<file path="config.mk">
export PLATFORM = sky130hd
export DESIGN_NAME = argmin_pipe
export DESIGN_NICKNAME = d
export VERILOG_FILES = /design/src/rtl/argmin_pipe.sv
export SDC_FILE = /design/constraint.sdc
export NUM_CORES = 1
export LEC_CHECK = 0
export BUFFER_PORTS_ARGS = -buffer_cell sky130_fd_sc_hd__buf_2
export CAP_MARGIN = 30
export CELL_PAD_IN_SITES_DETAIL_PLACEMENT = 1
export CELL_PAD_IN_SITES_GLOBAL_PLACEMENT = 1
export CORE_MARGIN = 1.5
export CORE_UTILIZATION = 40
export CTS_CLUSTER_SIZE = 10
export DETAILED_ROUTE_END_ITERATION = 12
export PLACE_DENSITY = 0.85
export SYNTH_ARGS = -nofsm -noshare
export SYNTH_HDL_FRONTEND = slang
export SYNTH_HIERARCHICAL = 1
export SYNTH_SLANG_ARGS = --single-unit
</file>
<file path="constraint.sdc">
create_clock -name clk -period 1.47 [get_ports clk]
set_input_delay 0.147 -clock clk [delete_from_list [all_inputs] [get_ports clk]]
set_output_delay 0.147 -clock clk [all_outputs]
set_load 0.005 [all_outputs]
</file>
<file path="src/rtl/argmin_pipe.sv">
// Pipelined min/argmin over INPUTS unsigned words: a registered binary comparator
// tree, one tree level per enabled cycle, ties resolved toward the lower index.

module argmin_node #(
  parameter int W  = 7,
  parameter int IW = 3
) (
  input  logic          clk,
  input  logic          rst,
  input  logic          en,
  input  logic [W-1:0]  lo_val,
  input  logic [IW-1:0] lo_idx,
  input  logic [W-1:0]  hi_val,
  input  logic [IW-1:0] hi_idx,
  output logic [W-1:0]  min_val,
  output logic [IW-1:0] min_idx
);
  // Higher lane must be strictly smaller to win, so equal costs keep the lower index.
  always_ff @(posedge clk) begin
    if (rst) begin
      min_val <= '0;
      min_idx <= '0;
    end else if (en) begin
      if (hi_val < lo_val) begin
        min_val <= hi_val;
        min_idx <= hi_idx;
      end else begin
        min_val <= lo_val;
        min_idx <= lo_idx;
      end
    end
  end
endmodule

module argmin_pipe #(
  parameter  int WIDTH     = 7,
  parameter  int INPUTS    = 8,
  localparam int IDX_WIDTH = $clog2(INPUTS),
  localparam int LEVELS    = $clog2(INPUTS)
) (
  input  logic                    clk,
  input  logic                    rst,
  input  logic                    ce,
  input  logic                    in_valid,
  input  logic [WIDTH*INPUTS-1:0] input_words,
  output logic                    out_valid,
  output logic [WIDTH-1:0]        min_value,
  output logic [IDX_WIDTH-1:0]    min_index
);
  localparam int LANES = 1 << LEVELS;
  localparam int NODES = 2*LANES - 1;

  // Heap-ordered tree: node i has children 2i+1 (lower lanes) and 2i+2; leaves at LANES-1+j.
  logic [NODES-1:0][WIDTH-1:0]     t_val;
  logic [NODES-1:0][IDX_WIDTH-1:0] t_idx;
  logic [LEVELS-1:0]               vld_pipe;
  logic                            root_en;

  if (LEVELS == 1) begin : g_vld1
    assign root_en = ce & in_valid;
    always_ff @(posedge clk) begin
      if (rst)     vld_pipe <= '0;
      else if (ce) vld_pipe <= in_valid;
    end
  end else begin : g_vldn
    assign root_en = ce & vld_pipe[LEVELS-2];
    always_ff @(posedge clk) begin
      if (rst)     vld_pipe <= '0;
      else if (ce) vld_pipe <= {vld_pipe[LEVELS-2:0], in_valid};
    end
  end

  // Pad lanes carry all-ones and their own index, so any real lane beats them.
  for (genvar j = 0; j < LANES; j++) begin : g_leaf
    if (j < INPUTS) begin : g_real
      assign t_val[LANES-1+j] = input_words[j*WIDTH +: WIDTH];
    end else begin : g_pad
      assign t_val[LANES-1+j] = '1;
    end
    assign t_idx[LANES-1+j] = IDX_WIDTH'(j);
  end

  // The root doubles as the output register and only loads with a valid result.
  for (genvar i = 0; i < LANES-1; i++) begin : g_node
    argmin_node #(.W(WIDTH), .IW(IDX_WIDTH)) u_node (
      .clk     (clk),
      .rst     (rst),
      .en      ((i == 0) ? root_en : ce),
      .lo_val  (t_val[2*i+1]),
      .lo_idx  (t_idx[2*i+1]),
      .hi_val  (t_val[2*i+2]),
      .hi_idx  (t_idx[2*i+2]),
      .min_val (t_val[i]),
      .min_idx (t_idx[i])
    );
  end

  assign out_valid = vld_pipe[LEVELS-1];
  assign min_value = t_val[0];
  assign min_index = t_idx[0];
endmodule

</file>
==> impl_metrics.yaml, run 1 <==
finish:
  fin_nets: 883
  syn2layout_area_growth_pct: 70.0
  nFillCells: 1258
  seqCellArea_um2: 1490
  drive_above_1_share: 0.531
  fin_area_um2: 8420
  multi_input_area_um2: 4480
  finalNonFillerCells: 956
global_route:
  grt_pass1_wl_mm: 39.3
  grt_usage: 0.408
  met2_usage: 0.680
  met1_usage: 0.468
  top_usage_layer: "met2"
  grt.overflow.total: 0
  use_met3: 0.0995
  grt_max_degree: 74
  grt_pass1_vias: 6403
  antenna_found_initial: 2
place:
  gp_congestion: 0.807
  dpl.hpwl_mm: 13.0
  dpl_cell_area_um2: 6570
  dp.cells: 916
  numPortBuffers: 70
detailed_routing:
  viasPerCell: 6.73
  drtAntennaViolNets: 0
  drtIter0Drc: 693
  routed_wirelength_mm: 31.4
  num_vias: 6433
  routedWlPerCell_um: 32.9
  drtPass1Iterations: 6
  drcViolationCount: 0
floorplan:
  fp.dieW_um: 114
  io_pins: 71
  rows: 40
  core_area_um2: 12100
  die_area_um2: 13100
  die_h_um: 114
  start_util: 0.410
critical_path:
  crit_path_start_kind: "flop"
  crit_slowest_cell: "a2111oi_4"
  cp_slowest_stage_delay_ns: 0.58
  critPathKind: "flop to flop"
  path_max_fanout: 5
  cp.arrival_ns: 2.11
  worstSetupEndpointType: "flop"
  required_ns: 1.70
  path_cells: "ha_4 > nand2_4 > nor2_4 > buf_6 > a2111oi_4 > a211oi_2"
  ff2ff_setup_slack_ns: -0.42
clock_tree:
  clock-sinks: 73
  h-tree-depth: 3
  clk_latency_ns: 0.37
  clkTransAtPathRegs_ns: 0.06
  cts_tree: "done"
  cts_buffer_depth: 2
  cts_root_buffer: "clkbuf_16"
  numCtsBuffers: 9
logic_synthesis:
  ys_seq_area_frac: 0.295
  ys_warn_count: 6
  synth_top_family_by_area: "compound AO/OA/AOI/OAI gates"
  synth_simple_gate_area_frac: 0.0869
  ys_ff_latch: 73
  synth_compound_area_frac: 0.412
  netlist_instances: 579
  syn_avg_cell_area_um2: 8.55
  post_synth_fa_ha_maj_area_fraction: 0.106
  synthMuxAreaShare: 0.00607
  synthXorXnorAreaFrac: 0
  yosysUniqueCellTypes: 21
  syn_area_um2: 4950
timing:
  fmax_mhz: 530
  period_needed_ns: 1.89
  slew_headroom: 0.412
  setup_ws_ns: -0.416
  finClkSkew_ns: 0.0170
  hold_viol: 0
  setup_viol: 38
  rsz0062_at_grt: "yes"
  drv_slew: 0
  finalCritPeriodShare: 1.28
  worst_slew_pin_slew_ns: 0.880
outcome:
  violations: "setup timing"
  status: "complete, but fails checks"
power:
  p_per_area_nw_per_um2: 1130
  finalPower_uw: 9470
  p_leak_uw: 0.00342
  ir_drop_mv: 1.01
min_path:
  hp-class: "input port to flop"
run:
  cap_violations: 0
==> final timing paths <==
path	startpoint	end	cells past startpoint
worst max-delay path	g_node[4].u_node/min_val[6]	g_node[1].u_node/min_val[5]	6
worst min-delay path	input_words[1]	g_node[3].u_node/min_val[1]	3
worst max register to register	g_node[4].u_node/min_val[6]	g_node[1].u_node/min_val[5]	6
worst min register to register	g_node[0].u_node/min_val[4]	g_node[0].u_node/min_val[4]	2
==> cell usage after synthesis <==
cell type / number / area share
nor2_1: 80 / 0.061
dfxtp_1: 73 / 0.30
a211oi_1: 70 / 0.11
o21bai_1: 70 / 0.11
a2111oi_1: 63 / 0.13
inv_1: 49 / 0.037
ha_1: 42 / 0.11
nand2_1: 21 / 0.016
a21oi_1: 14 / 0.014
buf_2: 14 / 0.014
clkbuf_1: 14 / 0.011
clkbuf_2: 14 / 0.014
o21ai_1: 14 / 0.014
a2111oi_2: 7 / 0.021
a21o_1: 7 / 0.011
a21oi_2: 7 / 0.012
buf_6: 7 / 0.016
nor2b_1: 7 / 0.0088
mux2i_1: 3 / 0.0061
conb_1: 2 / 0.0015
and2_2: 1 / 0.0015
==> logic make-up after synthesis <==
kind of cell / count (synthesis)
mux: 3
simple gates: 109
flops: 73
compound gates: 252
other cells: 2
buf+inv: 98
fa+ha+maj: 42
==> placed cells by master, fill, tap and decap left out, types with 13 or more instances in the layout <==
master,count
nand2_1,13
nor2_1,74
a211oi_2,35
a2111oi_2,16
conb_1,24
a2111oi_1,22
ha_4,15
o21bai_1,70
buf_2,70
a211oi_1,35
clkbuf_16,15
ha_1,24
dfxtp_1,50
inv_1,37
a2111oi_4,32
dfxtp_2,22
buf_4,122
==> per-layer routing <==
layer | share of wire | vias to the layer above
li1 | - | 2581
met1 | 0.36 | 3128
met2 | 0.45 | 506
met3 | 0.094 | 218
met4 | 0.088 | 0
met5 | 0 | -
==> repair_timing <==
item	4_1_cts	5_1_grt
pin swaps	31	53
resized for setup	127	100
buffers inserted	2	9
hold buffers	0	0
cloned	5	6
setup endpoints to repair	66	61
==> report_power, final <==
| group | switching, uW | internal, uW |
|---|---|---|
| logic | 2660 | 1920 |
| clock network | 1020 | 1460 |
| registers | 228 | 2180 |
==> worst max-delay path, delay by kind of cell (launching register included) <==
kind                     cells  cell delay, ns
AO/OA/AOI/OAI                2            0.67
flip-flops                   1            0.47
adder cells (fa/ha/maj)      1            0.27
AND/OR/NAND/NOR              2            0.17
buffers and inverters        1            0.16
==> registers in the layout, indices dropped and copies added, names as in the netlist <==
| signal | count |
|---|---|
| g_node.u_node/min_val | 49 |
| g_node.u_node/min_idx | 21 |
| vld_pipe | 3 |
==> cell type report <==
type | instances | share of cell area
Antenna cell | 2 | 0.000595
Clock buffer | 14 | 0.0326
Clock inverter | 2 | 0.00416
Inverter | 49 | 0.0219
Multi-Input combinational cell | 433 | 0.533
Sequential cell | 73 | 0.177
Tap cell | 168 | 0.0250
Timing Repair Buffer | 215 | 0.206
==> per-stage QoR <==
step | setup slack [ns] | hold slack, ns | utilization | TNS [ns]
final | -0.416 | 0.159 | 0.698 | -9.06
after detailed placement | -0.465 | 0.422 | 0.544 | -22.41
after CTS | -0.227 | 0.104 | 0.642 | -5.47
after floorplan | -0.00396 | 0.219 | - | -0.119
after global routing | -0.391 | 0.154 | 0.697 | -9.43
after global placement | -0.269 | 0.407 | 0.544 | -13.63
Note: power is estimated with default switching activity, not from simulation.
==> run 2, diff against run 1 <==
--- a/config.mk
+++ b/config.mk
@@ -10,10 +10,10 @@
 export CELL_PAD_IN_SITES_DETAIL_PLACEMENT = 1
 export CELL_PAD_IN_SITES_GLOBAL_PLACEMENT = 1
 export CORE_MARGIN = 1.5
-export CORE_UTILIZATION = 40
+export CORE_UTILIZATION = 44
 export CTS_CLUSTER_SIZE = 10
 export DETAILED_ROUTE_END_ITERATION = 12
-export PLACE_DENSITY = 0.85
+export PLACE_DENSITY = 0.88
 export SYNTH_ARGS = -nofsm -noshare
 export SYNTH_HDL_FRONTEND = slang
 export SYNTH_HIERARCHICAL = 1
==> constraint.sdc (replaced) <==
create_clock -name clk -period 2.05 [get_ports clk]
set_input_delay 0.205 -clock clk [delete_from_list [all_inputs] [get_ports clk]]
set_output_delay 0.205 -clock clk [all_outputs]
set_load 0.005 [all_outputs]
==> impl_metrics.yaml, run 2 (same netlist as run 1, synthesis figures left out) <==
outcome:
  status: "finished clean"
critical_path:
  required_ns: 2.27
  cp.arrival_ns: 2.11
  reg2reg_depth: 6
  crit_path_start_kind: "flop"
  path_max_fanout: 11
  critPathKind: "flop to flop"
  worstSetupEndpointType: "flop"
place:
  pre_cts_ws_ns: -0.0410
  dpl.hpwl_mm: 10.1
  gp_congestion: 0.825
  numPortBuffers: 70
global_route:
  antenna_found_initial: 0
  use_met3: 0.0389
  grt_pass1_vias: 4677
  met1_usage: 0.254
  grt.overflow.total: 0
  met2_usage: 0.413
  grt_max_degree: 74
  top_usage_layer: "met2"
  grt_pass1_wl_mm: 21.4
  grt_usage: 0.224
power:
  p_per_area_nw_per_um2: 694
  switching_share: 0.365
  combPwrFrac: 0.299
  p_int_uw: 2490
  switching_power_uw: 1430
  seqPwrFrac: 0.425
  clkPwrFrac: 0.276
  ir_drop_mv: 0.302
  p_leak_uw: 0.00246
floorplan:
  start_util: 0.455
  core_area_um2: 10900
  rows: 38
  io_pins: 71
  die_h_um: 109
  die_area_um2: 11900
  fp.dieW_um: 109
timing:
  drv_slew: 0
  finalCritPeriodShare: 0.925
  rsz0062_at_grt: "no"
  slew_headroom: 0.430
  worst_slew_pin_slew_ns: 0.850
  fmax_mhz: 528
  setup_ws_ns: 0.155
  finClkSkew_ns: 0.0162
  period_needed_ns: 1.90
  hold_viol: 0
  setup_tns_ns: 0
  setup_viol: 0
finish:
  top_regs: "g_node.u_node/min_val: 49 flops, g_node.u_node/min_idx: 21 flops, vld_pipe: 3 flops"
  max_flop_register: "g_node.u_node/min_val"
  syn2layout_area_growth_pct: 14.0
  final_common_cell: "nor2_1"
  largest_reg_flops: 49
  fin_nets: 750
  drive_above_1_share: 0.193
  final_cell_mix: "nor2_1 (77), dfxtp_1 (73), o21bai_1 (70), a211oi_1 (70), buf_2 (70)"
  diodes: 0
detailed_routing:
  num_vias: 4605
  drcViolationCount: 0
  viasPerCell: 5.81
  routedWlPerCell_um: 16.5
  drtIter0Drc: 263
  drtPass1Iterations: 4
  routed_wirelength_mm: 13.1
  drtAntennaViolNets: 0
clock_tree:
  h-tree-depth: 3
  numCtsBuffers: 9
  cts_tree: "done"
  clk_latency_ns: 0.35
  cts_root_buffer: "clkbuf_8"
  hold_buffers: 0
  cts_buffer_depth: 2
  clkTransAtPathRegs_ns: 0.08
  clock-sinks: 73
min_path:
  hold-path-cell-count: 3
  hp-class: "input port to flop"
run:
  cap_violations: 0
## run 2: repair_timing
item | CTS | global route
gates resized for setup | 4 | 8
endpoints found under the hold margin | 0 | 0
setup endpoints to repair | 11 | 30
buffers inserted | 0 | 0
## run 2: area by class of cell
class / instances / area [um2]
Timing Repair Buffer: 85 / 475
Fill cell: 1333 / 5240
Inverter: 49 / 184
Tap cell: 140 / 175
Multi-Input combinational cell: 430 / 3160
Sequential cell: 73 / 1460
Clock inverter: 5 / 37.5
Clock buffer: 11 / 151
## run 2: power by group through the flow
stage / sequential (uW) / clock, uW / combinational, uW
2_1_floorplan: 1650 / 0 / 890
3_3_place_gp: 1690 / 0 / 1030
3_5_place_dp: 1700 / 0 / 1110
4_1_cts: 1670 / 1100 / 1130
5_1_grt: 1680 / 1170 / 1300
6_report: 1670 / 1080 / 1170
## run 2: path summary, 6_finish.rpt
| path | startpoint | to | slack, ns |
|---|---|---|---|
| worst max-delay path | g_node[1].u_node/min_val[6] | g_node[0].u_node/min_idx[1] | 0.15 |
| worst min-delay path | in_valid | vld_pipe[0] | 0.10 |
| worst max register to register | g_node[1].u_node/min_val[6] | g_node[0].u_node/min_idx[1] | 0.15 |
| worst min register to register | vld_pipe[2] | vld_pipe[2] | 0.50 |
## run 2: critical path: stages (launching register included)
cell	delay (ns)
dfxtp_1	0.42
inv_1	0.08
ha_1	0.32
a21oi_1	0.26
o21ai_4	0.16
a2111oi_1	0.43
a211oi_1	0.09
## run 2: metal layers
| layer | share of wire | vias to the layer above |
|---|---|---|
| met4 | 0.023 | 0 |
| met1 | 0.43 | 2191 |
| met2 | 0.52 | 88 |
| li1 | - | 2294 |
| met3 | 0.029 | 32 |
| met5 | 0 | - |
## run 2: stage by stage
stage                     total power [uW]  area, um2  hold slack [ns]  utilization  instances
final                                 3920       5650            0.103        0.519        793
after detailed placement              2810       5410            0.462        0.497        777
after global placement                2720       5410            0.448        0.497        777
after global routing                  4150       5650            0.112        0.519        793
after CTS                             3910       5620           0.0940        0.516        793
after floorplan                       2540       5030            0.277            -        601
